**config.mk**
```make
export PLATFORM = sky130hd
export DESIGN_NAME = sensor_reader
export DESIGN_NICKNAME = d
export VERILOG_FILES = /design/src/rtl/sensor_reader_pkg.sv /design/src/rtl/sensor_reader_input_debouncer.sv /design/src/rtl/sensor_reader.sv
export SDC_FILE = /design/constraint.sdc
export NUM_CORES = 1
export LEC_CHECK = 0
export ABC_AREA = 1
export CORE_MARGIN = 10
export CORE_UTILIZATION = 40
export DETAILED_ROUTE_END_ITERATION = 12
export HOLD_SLACK_MARGIN = 0.12
export PLACE_DENSITY = 0.71
export SYNTH_ARGS = -nofsm -noshare
export SYNTH_HDL_FRONTEND = slang
export SYNTH_SLANG_ARGS = --single-unit
```
**constraint.sdc**
```tcl
create_clock -name clk -period 2.2 [get_ports clk]
set_input_delay 0.44 -clock clk [delete_from_list [all_inputs] [get_ports clk]]
set_output_delay 0.44 -clock clk [all_outputs]
set_load 0.05 [all_outputs]
```
**src/rtl/sensor_reader_pkg.sv**
```systemverilog
// Purpose: shared definitions for the rig sensor reader and the valve pulse drivers.
// Latency: n/a (types and constants only).
// Backpressure: n/a.
package sensor_reader_pkg;

    // Default widths, shared with the valve pulse drivers so that the time bases match.
    localparam int SYNC_STAGES_DEF = 2;
    localparam int TIME_W_DEF      = 24;
    localparam int COUNT_W_DEF     = 16;

    // Pulse-qualification state machine encoding.
    typedef enum logic [1:0] {
        S_IDLE    = 2'd0,
        S_WAIT    = 2'd1,
        S_MEASURE = 2'd2
    } rd_state_e;

endpackage

```
**src/rtl/sensor_reader_input_debouncer.sv**
```systemverilog
// Purpose: synchronizes one raw asynchronous line and debounces it into a stable level.
// Latency: SYNC_STAGES + debounce_cycles + 1 cycles from a raw edge to sensor_level.
// Backpressure: none; free-running, the level is always valid.
// Ports: clk, reset_n (sync, active low), sensor_in (raw line), debounce_cycles (live
//        config), sensor_level (debounced, registered).
module sensor_reader_input_debouncer
    import sensor_reader_pkg::*;
#(
    parameter int SYNC_STAGES = SYNC_STAGES_DEF,
    parameter int TIME_W      = TIME_W_DEF
) (
    input  logic              clk,
    input  logic              reset_n,
    input  logic              sensor_in,
    input  logic [TIME_W-1:0] debounce_cycles,
    output logic              sensor_level
);

    logic [SYNC_STAGES-1:0] sync_q;
    logic [SYNC_STAGES-1:0] sync_d;
    logic [TIME_W-1:0]      db_cnt_q;
    logic [TIME_W-1:0]      db_cnt_d;
    logic                   level_q;
    logic                   level_d;
    logic                   s_sync;

    // The raw line only ever feeds the first flop of the chain.
    assign s_sync = sync_q[SYNC_STAGES-1];

    always_comb begin
        sync_d   = {sync_q[SYNC_STAGES-2:0], sensor_in};
        db_cnt_d = db_cnt_q;
        level_d  = level_q;
        if (s_sync == level_q) begin
            db_cnt_d = '0;
        end else if (db_cnt_q == debounce_cycles) begin
            // debounce_cycles+1 consecutive mismatched cycles seen: accept the change.
            level_d  = s_sync;
            db_cnt_d = '0;
        end else begin
            db_cnt_d = db_cnt_q + TIME_W'(1);
        end
    end

    always_ff @(posedge clk) begin
        if (!reset_n) begin
            sync_q   <= '0;
            db_cnt_q <= '0;
            level_q  <= 1'b0;
        end else begin
            sync_q   <= sync_d;
            db_cnt_q <= db_cnt_d;
            level_q  <= level_d;
        end
    end

    assign sensor_level = level_q;

endmodule

```
**src/rtl/sensor_reader.sv**
```systemverilog
// Purpose: debounced rig-sensor pulse qualifier with event strobe, saturating count and width hand-off.
// Latency: event_pulse one cycle after the qualifying level cycle; last_width one cycle after level falls.
// Backpressure: width_valid/width_ack; an unacknowledged width is overwritten and width_overrun set.
// Ports: clk, reset_n (sync, active low), sensor_in, arm, clear_count, debounce_cycles,
//        min_width, sensor_level, event_pulse, event_count, last_width, width_valid,
//        width_ack, width_overrun.
module sensor_reader
    import sensor_reader_pkg::*;
#(
    parameter int SYNC_STAGES = SYNC_STAGES_DEF,
    parameter int TIME_W      = TIME_W_DEF,
    parameter int COUNT_W     = COUNT_W_DEF
) (
    input  logic               clk,
    input  logic               reset_n,
    input  logic               sensor_in,
    input  logic               arm,
    input  logic               clear_count,
    input  logic [TIME_W-1:0]  debounce_cycles,
    input  logic [TIME_W-1:0]  min_width,
    output logic               sensor_level,
    output logic               event_pulse,
    output logic [COUNT_W-1:0] event_count,
    output logic [TIME_W-1:0]  last_width,
    output logic               width_valid,
    input  logic               width_ack,
    output logic               width_overrun
);

    localparam logic [TIME_W-1:0]  WIDTH_MAX = '1;
    localparam logic [COUNT_W-1:0] COUNT_MAX = '1;

    rd_state_e          state_q;
    rd_state_e          state_d;
    logic [TIME_W-1:0]  width_q;
    logic [TIME_W-1:0]  width_d;
    logic               qual_q;
    logic               qual_d;
    logic               event_pulse_q;
    logic               event_pulse_d;
    logic [COUNT_W-1:0] event_count_q;
    logic [COUNT_W-1:0] event_count_d;
    logic [TIME_W-1:0]  last_width_q;
    logic [TIME_W-1:0]  last_width_d;
    logic               width_valid_q;
    logic               width_valid_d;
    logic               width_overrun_q;
    logic               width_overrun_d;

    logic               level;
    logic               qualify;
    logic               latch;

    sensor_reader_input_debouncer #(
        .SYNC_STAGES (SYNC_STAGES),
        .TIME_W      (TIME_W)
    ) u_debouncer (
        .clk             (clk),
        .reset_n         (reset_n),
        .sensor_in       (sensor_in),
        .debounce_cycles (debounce_cycles),
        .sensor_level    (level)
    );

    // Pulse state machine: only ever looks at the registered debounced level.
    always_comb begin
        state_d = state_q;
        width_d = width_q;
        qual_d  = qual_q;
        qualify = 1'b0;
        latch   = 1'b0;
        case (state_q)
            S_IDLE: begin
                // A sensor already high when armed must go low first; never counted.
                if (arm && !level) begin
                    state_d = S_WAIT;
                end
            end
            S_WAIT: begin
                if (level) begin
                    state_d = S_MEASURE;
                    width_d = TIME_W'(1);
                    qual_d  = 1'b0;
                end
            end
            S_MEASURE: begin
                if (level) begin
                    width_d = (width_q == WIDTH_MAX) ? width_q : width_q + TIME_W'(1);
                    // Compares the pre-increment width, so min_width 0 and 1 both
                    // qualify on the first measuring cycle.
                    if (!qual_q && (width_q >= min_width)) begin
                        qual_d  = 1'b1;
                        qualify = 1'b1;
                    end
                end else begin
                    latch   = qual_q;
                    state_d = S_WAIT;
                end
            end
            default: begin
                state_d = S_IDLE;
            end
        endcase
        // Disarming overrides everything: an in-flight pulse neither counts nor latches.
        if (!arm) begin
            state_d = S_IDLE;
            qual_d  = 1'b0;
            qualify = 1'b0;
            latch   = 1'b0;
        end
    end

    // Event strobe and saturating counter; an increment beats a simultaneous clear.
    always_comb begin
        event_pulse_d = qualify;
        event_count_d = event_count_q;
        if (qualify && clear_count) begin
            event_count_d = COUNT_W'(1);
        end else if (qualify) begin
            event_count_d = (event_count_q == COUNT_MAX) ? event_count_q
                                                         : event_count_q + COUNT_W'(1);
        end else if (clear_count) begin
            event_count_d = '0;
        end
    end

    // Width hand-off: a latch always wins over an ack on the same cycle.
    always_comb begin
        last_width_d    = last_width_q;
        width_valid_d   = width_valid_q;
        width_overrun_d = width_overrun_q;
        if (latch) begin
            last_width_d  = width_q;
            width_valid_d = 1'b1;
            if (width_valid_q && !width_ack) begin
                width_overrun_d = 1'b1;
            end
        end else if (width_ack && width_valid_q) begin
            width_valid_d = 1'b0;
        end
    end

    always_ff @(posedge clk) begin
        if (!reset_n) begin
            state_q         <= S_IDLE;
            width_q         <= '0;
            qual_q          <= 1'b0;
            event_pulse_q   <= 1'b0;
            event_count_q   <= '0;
            last_width_q    <= '0;
            width_valid_q   <= 1'b0;
            width_overrun_q <= 1'b0;
        end else begin
            state_q         <= state_d;
            width_q         <= width_d;
            qual_q          <= qual_d;
            event_pulse_q   <= event_pulse_d;
            event_count_q   <= event_count_d;
            last_width_q    <= last_width_d;
            width_valid_q   <= width_valid_d;
            width_overrun_q <= width_overrun_d;
        end
    end

    assign sensor_level  = level;
    assign event_pulse   = event_pulse_q;
    assign event_count   = event_count_q;
    assign last_width    = last_width_q;
    assign width_valid   = width_valid_q;
    assign width_overrun = width_overrun_q;

endmodule

```
==> results of run 1 <==
## cells in the mapped netlist, types with 3 or more instances
cell type	count
a31oi_1	4
or2_2	8
o21ai_1	4
xnor2_1	28
nand3_2	3
nand3_1	54
inv_1	108
a21oi_1	74
buf_6	4
or2_0	4
nor2_1	95
inv_2	3
nand2_2	5
nor2_2	3
nor3b_1	6
dfxtp_1	97
nand4_1	22
xor2_1	21
nand2_1	167
clkbuf_1	9
nor3_1	28
nor4_1	5
buf_2	5
ha_1	30
o21ai_0	29
## repair_timing
action,4_1_cts,5_1_grt
resized for setup,21,90
pin swaps,17,50
buffers inserted,0,1
setup endpoints to repair,16,19
cloned,1,0
hold buffers,0,0
## metrics by stage
step | setup TNS (ns) | utilization (%) | worst slack, ns
2_1_floorplan | 0 | - | 0.133
3_3_place_gp | -7.35 | 51.5 | -0.546
3_5_place_dp | -7.89 | 51.5 | -0.588
4_1_cts | 0 | 54.2 | 0.00176
5_1_grt | -0.128 | 56.7 | -0.0291
6_report | 0 | 56.7 | 0.0724
## worst max path at each step
stage	slack (ns)	start	depth (start not counted)	to
finish	0.07	event_count[8]$_SDFFE_PP0P_	1	event_count[8]
CTS	0.002	min_width[13]	13	event_count[10]$_SDFFE_PP0P_
detailed placement	-0.59	min_width[23]	13	event_count[10]$_SDFFE_PP0P_
floorplan	0.13	event_count[1]$_SDFFE_PP0P_	8	event_count[9]$_SDFFE_PP0P_
global placement	-0.55	min_width[23]	13	event_count[10]$_SDFFE_PP0P_
global route	-0.03	min_width[4]	16	event_count[1]$_SDFFE_PP0P_
## cells by family after synthesis
family	after synthesis
compound gates	119
xor+xnor	49
fa+ha+maj	30
buf+inv	133
flops	97
simple gates	409
## per-layer routing
metal	wire (um)	part of all wire (%)
met5	0	0
met4	529	3.2
met3	1000	6.1
met2	7620	47
met1	7170	44
## power breakdown
part	total (W)	internal [W]	switching, W
combinational	0.000281	0.000149	0.000132
clock	0.00150	0.000848	0.000657
sequential	0.00176	0.00176	0.00000332
total	0.00355	0.00276	0.000793
## sequential cells by signal, summed over array words and instances, names as in the netlist
signal,count
event_count,16
event_pulse,1
last_width,24
qual_q,1
state_q,2
u_debouncer.db_cnt_q,24
u_debouncer.sensor_level,1
u_debouncer.sync_q,2
width_overrun,1
width_q,24
width_valid,1
## cell usage in the layout, fill, tap and decap left out, types with 17 or more instances in the layout
master,n
nor3_1,28
nand2_2,17
xnor2_1,28
a21oi_1,66
clkdlybuf4s50_1,74
inv_2,21
nand4_1,22
o21ai_0,29
nand2_1,153
nand3_1,44
inv_1,90
dfxtp_1,97
xor2_1,21
buf_4,38
nor2_1,87
dlymetal6s2s_1,21
## final cells by class
| cell class | instances | area share, % |
|---|---|---|
| Multi-Input combinational cell | 607 | 46.0 |
| Clock buffer | 12 | 3.35 |
| Clock inverter | 3 | 0.189 |
| Inverter | 113 | 5.33 |
| Tap cell | 180 | 2.83 |
| Timing Repair Buffer | 143 | 17.9 |
| Sequential cell | 97 | 24.4 |
## tightest hold or removal path, stage by stage (launching register included)
cell     delay (ns)
dfxtp_1        0.31
nand2_1        0.06
inv_1          0.03
==> impl_metrics.toml, run 1 <==
[worst_setup_path]
cp-start-kind = "register"
worstPathCellList = "clkdlybuf4s50_1"
critPathBufInv = 1
max_stage_delay_ns = 0.87
crit_family = "buffers and inverters"
cp.arrival_ns = 1.69
ff2ff_path_depth = 11
r2r_start = "width_q[7]$_SDFFE_PN0P_"
cp_slowest_cell = "clkdlybuf4s50_1"
endpoint_kind = "output pin"
rr_endpoint = "width_q[12]$_SDFFE_PN0P_"
crit_path_max_fanout = 5
rrSetupSlack_ns = 0.13
criticalPathCategory = "reg -> out"
required_ns = 1.76

[floorplan]
initial_utilization_pct = 41.2
coreArea_um2 = 14000
die_area_um2 = 19700
rows = 43
ios = 98
fp.dieH_um = 140
die_w_um = 140

[synth]
ys.flop_type = "dfxtp_1"
synth-simple-area-share_pct = 32.1
syn_area_per_cell_um2 = 6.92
ys_top_cells_by_area = "dfxtp_1 (34%), nand2_1 (11%), inv_1 (7.0%)"
synth_top_family_by_area = "simple AND/OR/NAND/NOR gates"
synthCells = 837
synth-compound-area-share_pct = 11.0
syn-num-nets = 921
ys_ff_latch = 97
synthAdderAreaFrac_pct = 6.49
yosysSeqAreaShare_pct = 33.5
synth-edff-count = 0
yosysWarnings = 0
synth_top_area_share_pct = 33.5
syn_area_um2 = 5790
ys_async_sr_fraction_pct = 0
synth_top_cell_by_area = "dfxtp_1"
synthXorXnorAreaFrac_pct = 7.41
synthMuxAreaShare_pct = 0
synth_cell_types = 43

[clocking]
cts_sinks = 97
clock_latency_ns = 0.34
cts_inserted_buffers = 9
clk_pin_slew_ns = 0.07
h-tree-depth = 3
cts_tree = "built"
cts_buffer_depth = 2
cts_root_buf = "clkbuf_16"

[placement]
io_buffers = 97
gp_congestion = 0.950
dpl.hpwl_um = 12300
dp.cells = 1138
placed_area_um2 = 7230

[detailed_routing]
wl_um = 16300
antenna_left = 0
drt_iter0_markers = 366
drc = 0
routed_via_density = 5.03
wl_per_cell_um = 14.1
vias = 5809
first_pass_iters = 5

[worst_hold_path]
min_path_cells = 2
worstHoldEndpoint = "u_debouncer.sync_q[1]$_SDFF_PN0_"
worstHoldPathType = "reg -> reg"
min-delay-start = "u_debouncer.sync_q[0]$_SDFF_PN0_"

[timing]
finalSetupViolations = 0
timing.fmax_mhz = 470
finClkSkew_ns = 0.00772
min_period_ns = 2.13
finalHoldViolCount = 0
worst_pin_slew_ns = 0.565
slew_headroom_pct = 62.2
slew_violations = 0
holdWs_ns = 0.435
fin_crit_sh_pct = 96.7

[grt]
grt_max_degree = 46
grt_use_total_pct = 16.0
grt_pass1_wl_um = 26900
grt.met2_usage_pct = 25.9
grt-busiest-layer = "met2"
gr-usage-met3_pct = 3.82
overflow = 0
use_met1_pct = 19.8
antenna_found_initial = 0
grt_pass1_vias = 5635

[power_and_ir_drop]
vdd_drop_max_uv = 369
p_per_area_nw_per_um2 = 446
p_leak_nw = 3.15
p_total_w = 0.00355

[final_layout]
fill_cells = 1318
seqCellArea_um2 = 1940
final_area_um2 = 7960
insertedDiodeCount = 0
instances_no_fill = 1155
drive_gt1_share_pct = 17.0
multi_input_area_um2 = 3660
layout.nets = 1055
syn_to_final_growth_pct = 37.5

[status]
status = "finished clean"

[job]
maxCapViolations = 0
Power figures use the tool's default switching activity.
==> inputs of run 2 (changes only) <==
--- a/config.mk
+++ b/config.mk
@@ -11,6 +11,7 @@
 export DETAILED_ROUTE_END_ITERATION = 12
 export HOLD_SLACK_MARGIN = 0.12
 export PLACE_DENSITY = 0.71
+export SETUP_SLACK_MARGIN = 0.2
 export SYNTH_ARGS = -nofsm -noshare
 export SYNTH_HDL_FRONTEND = slang
 export SYNTH_SLANG_ARGS = --single-unit
==> run 2 against run 1 <==
Against the previous run:
- setup slack improved by 0.15 ns
- core utilization increased by 0.11 points
- sequential power about the same
- clock skew increased by 0.00095 ns
- largest power group unchanged
==> impl_metrics.toml, run 2 (same netlist as run 1, synthesis figures left out) <==
[worst_setup_path]
cp_slowest_cell = "clkdlybuf4s50_1"
critPathBufInv = 1
required_ns = 1.76
endpoint_kind = "output pin"
worstPathCellList = "clkdlybuf4s50_1"
crit_path_max_fanout = 4
criticalPathCategory = "reg -> out"
cp.arrival_ns = 1.53
crit_family = "buffers and inverters"
cp-start-kind = "register"
max_stage_delay_ns = 0.82

[final_layout]
multi_input_area_um2 = 3680
final_area_um2 = 7970
final_common_cell = "nand2_1"
layout_common_cells = "nand2_1 (153), inv_1 (93), nor2_1 (88)"
drive_gt1_share_pct = 18.5
seqCellArea_um2 = 1970
insertedDiodeCount = 0
fill_cells = 1356
instances_no_fill = 1159
layout.nets = 1058
syn_to_final_growth_pct = 37.7

[status]
status = "finished clean"

[clocking]
h-tree-depth = 3
cts_buffer_depth = 2
cts_sinks = 97
cts_inserted_buffers = 9
clock_latency_ns = 0.35
cts_root_buf = "clkbuf_16"
cts_tree = "built"
clk_pin_slew_ns = 0.07

[detailed_routing]
wl_um = 16300
antenna_left = 0
first_pass_iters = 5
drc = 0
vias = 5772
drt_iter0_markers = 321
wl_per_cell_um = 14.0
routed_via_density = 4.98

[timing]
worst_pin_slew_ns = 0.549
finalHoldViolCount = 0
finClkSkew_ns = 0.00867
timing.fmax_mhz = 507
min_period_ns = 1.97
finalSetupViolations = 0
fin_crit_sh_pct = 89.7
slew_violations = 0
slew_headroom_pct = 63.4
rsz0062_at_grt = "true"

[grt]
antenna_found_initial = 0
grt_pass1_vias = 5654
grt_max_degree = 30
grt_pass1_wl_um = 27100
grt_use_total_pct = 16.3
overflow = 0

[floorplan]
ios = 98
fp.dieH_um = 140
initial_utilization_pct = 41.2
coreArea_um2 = 14000
die_area_um2 = 19700
die_w_um = 140
rows = 43

[placement]
io_buffers = 97
dp.cells = 1139
placed_area_um2 = 7230
gp_congestion = 0.954
dpl.hpwl_um = 12300

[power_and_ir_drop]
vdd_drop_max_uv = 326
p_leak_nw = 3.15
p_per_area_nw_per_um2 = 472
p_total_w = 0.00377

[job]
maxCapViolations = 0

[worst_hold_path]
worstHoldPathType = "reg -> reg"
run 2: final timing paths:
kind,depth (start not counted),endpoint,slack (ns),from
setup / recovery,1,event_count[0],0.23,event_count[0]$_SDFFE_PN0P_
hold / removal,2,u_debouncer.sync_q[1]$_SDFF_PN0_,0.42,u_debouncer.sync_q[0]$_SDFF_PN0_
setup reg to reg,14,event_count[13]$_SDFFE_PP0P_,0.30,width_q[5]$_SDFFE_PN0P_
hold reg to reg,2,u_debouncer.sync_q[1]$_SDFF_PN0_,0.42,u_debouncer.sync_q[0]$_SDFF_PN0_
run 2: cell type report:
class,instances,area share (%)
clock inverters,6,1.11
flip-flops and latches,97,24.7
clock buffers,10,3.00
multi-input cells,607,46.1
well taps,180,2.83
repair buffers,146,16.9
inverters,113,5.35
run 2: power breakdown:
part,switching (W),internal (W)
Sequential,0.00000316,0.00176
Combinational,0.000131,0.000141
Clock,0.000706,0.00103
run 2: timing repair:
item,CTS,global route
gates resized for setup,106,44
gates cloned,1,0
setup buffers,2,1
setup endpoints to repair,33,38
pin swaps,56,15
hold buffers,0,0
run 2: metal layers:
metal / routed length [um] / global-route usage [%] / share of wire, %
met1: 7330 / 20.1 / 45
met2: 7590 / 26.9 / 47
met3: 970 / 3.41 / 6.0
met4: 372 / 6.25 / 2.3
met5: 0 / 0 / 0
run 2: per-stage QoR:
| stage | hold WS (ns) | setup TNS [ns] | setup slack, ns | utilization, % |
|---|---|---|---|---|
| after floorplan | 0.390 | 0 | 0.219 | - |
| after CTS | 0.424 | 0 | 0.203 | 55.7 |
| after global routing | 0.445 | 0 | 0.165 | 56.8 |
| after detailed placement | 0.408 | -8.21 | -0.616 | 51.5 |
| after global placement | 0.397 | -7.86 | -0.584 | 51.5 |
| final | 0.419 | 0 | 0.227 | 56.8 |
run 2: tightest hold or removal path, stage by stage, from the launching register on:
cell and delay [ns]:
dfxtp_1 0.31, nand2_1 0.05, inv_1 0.04
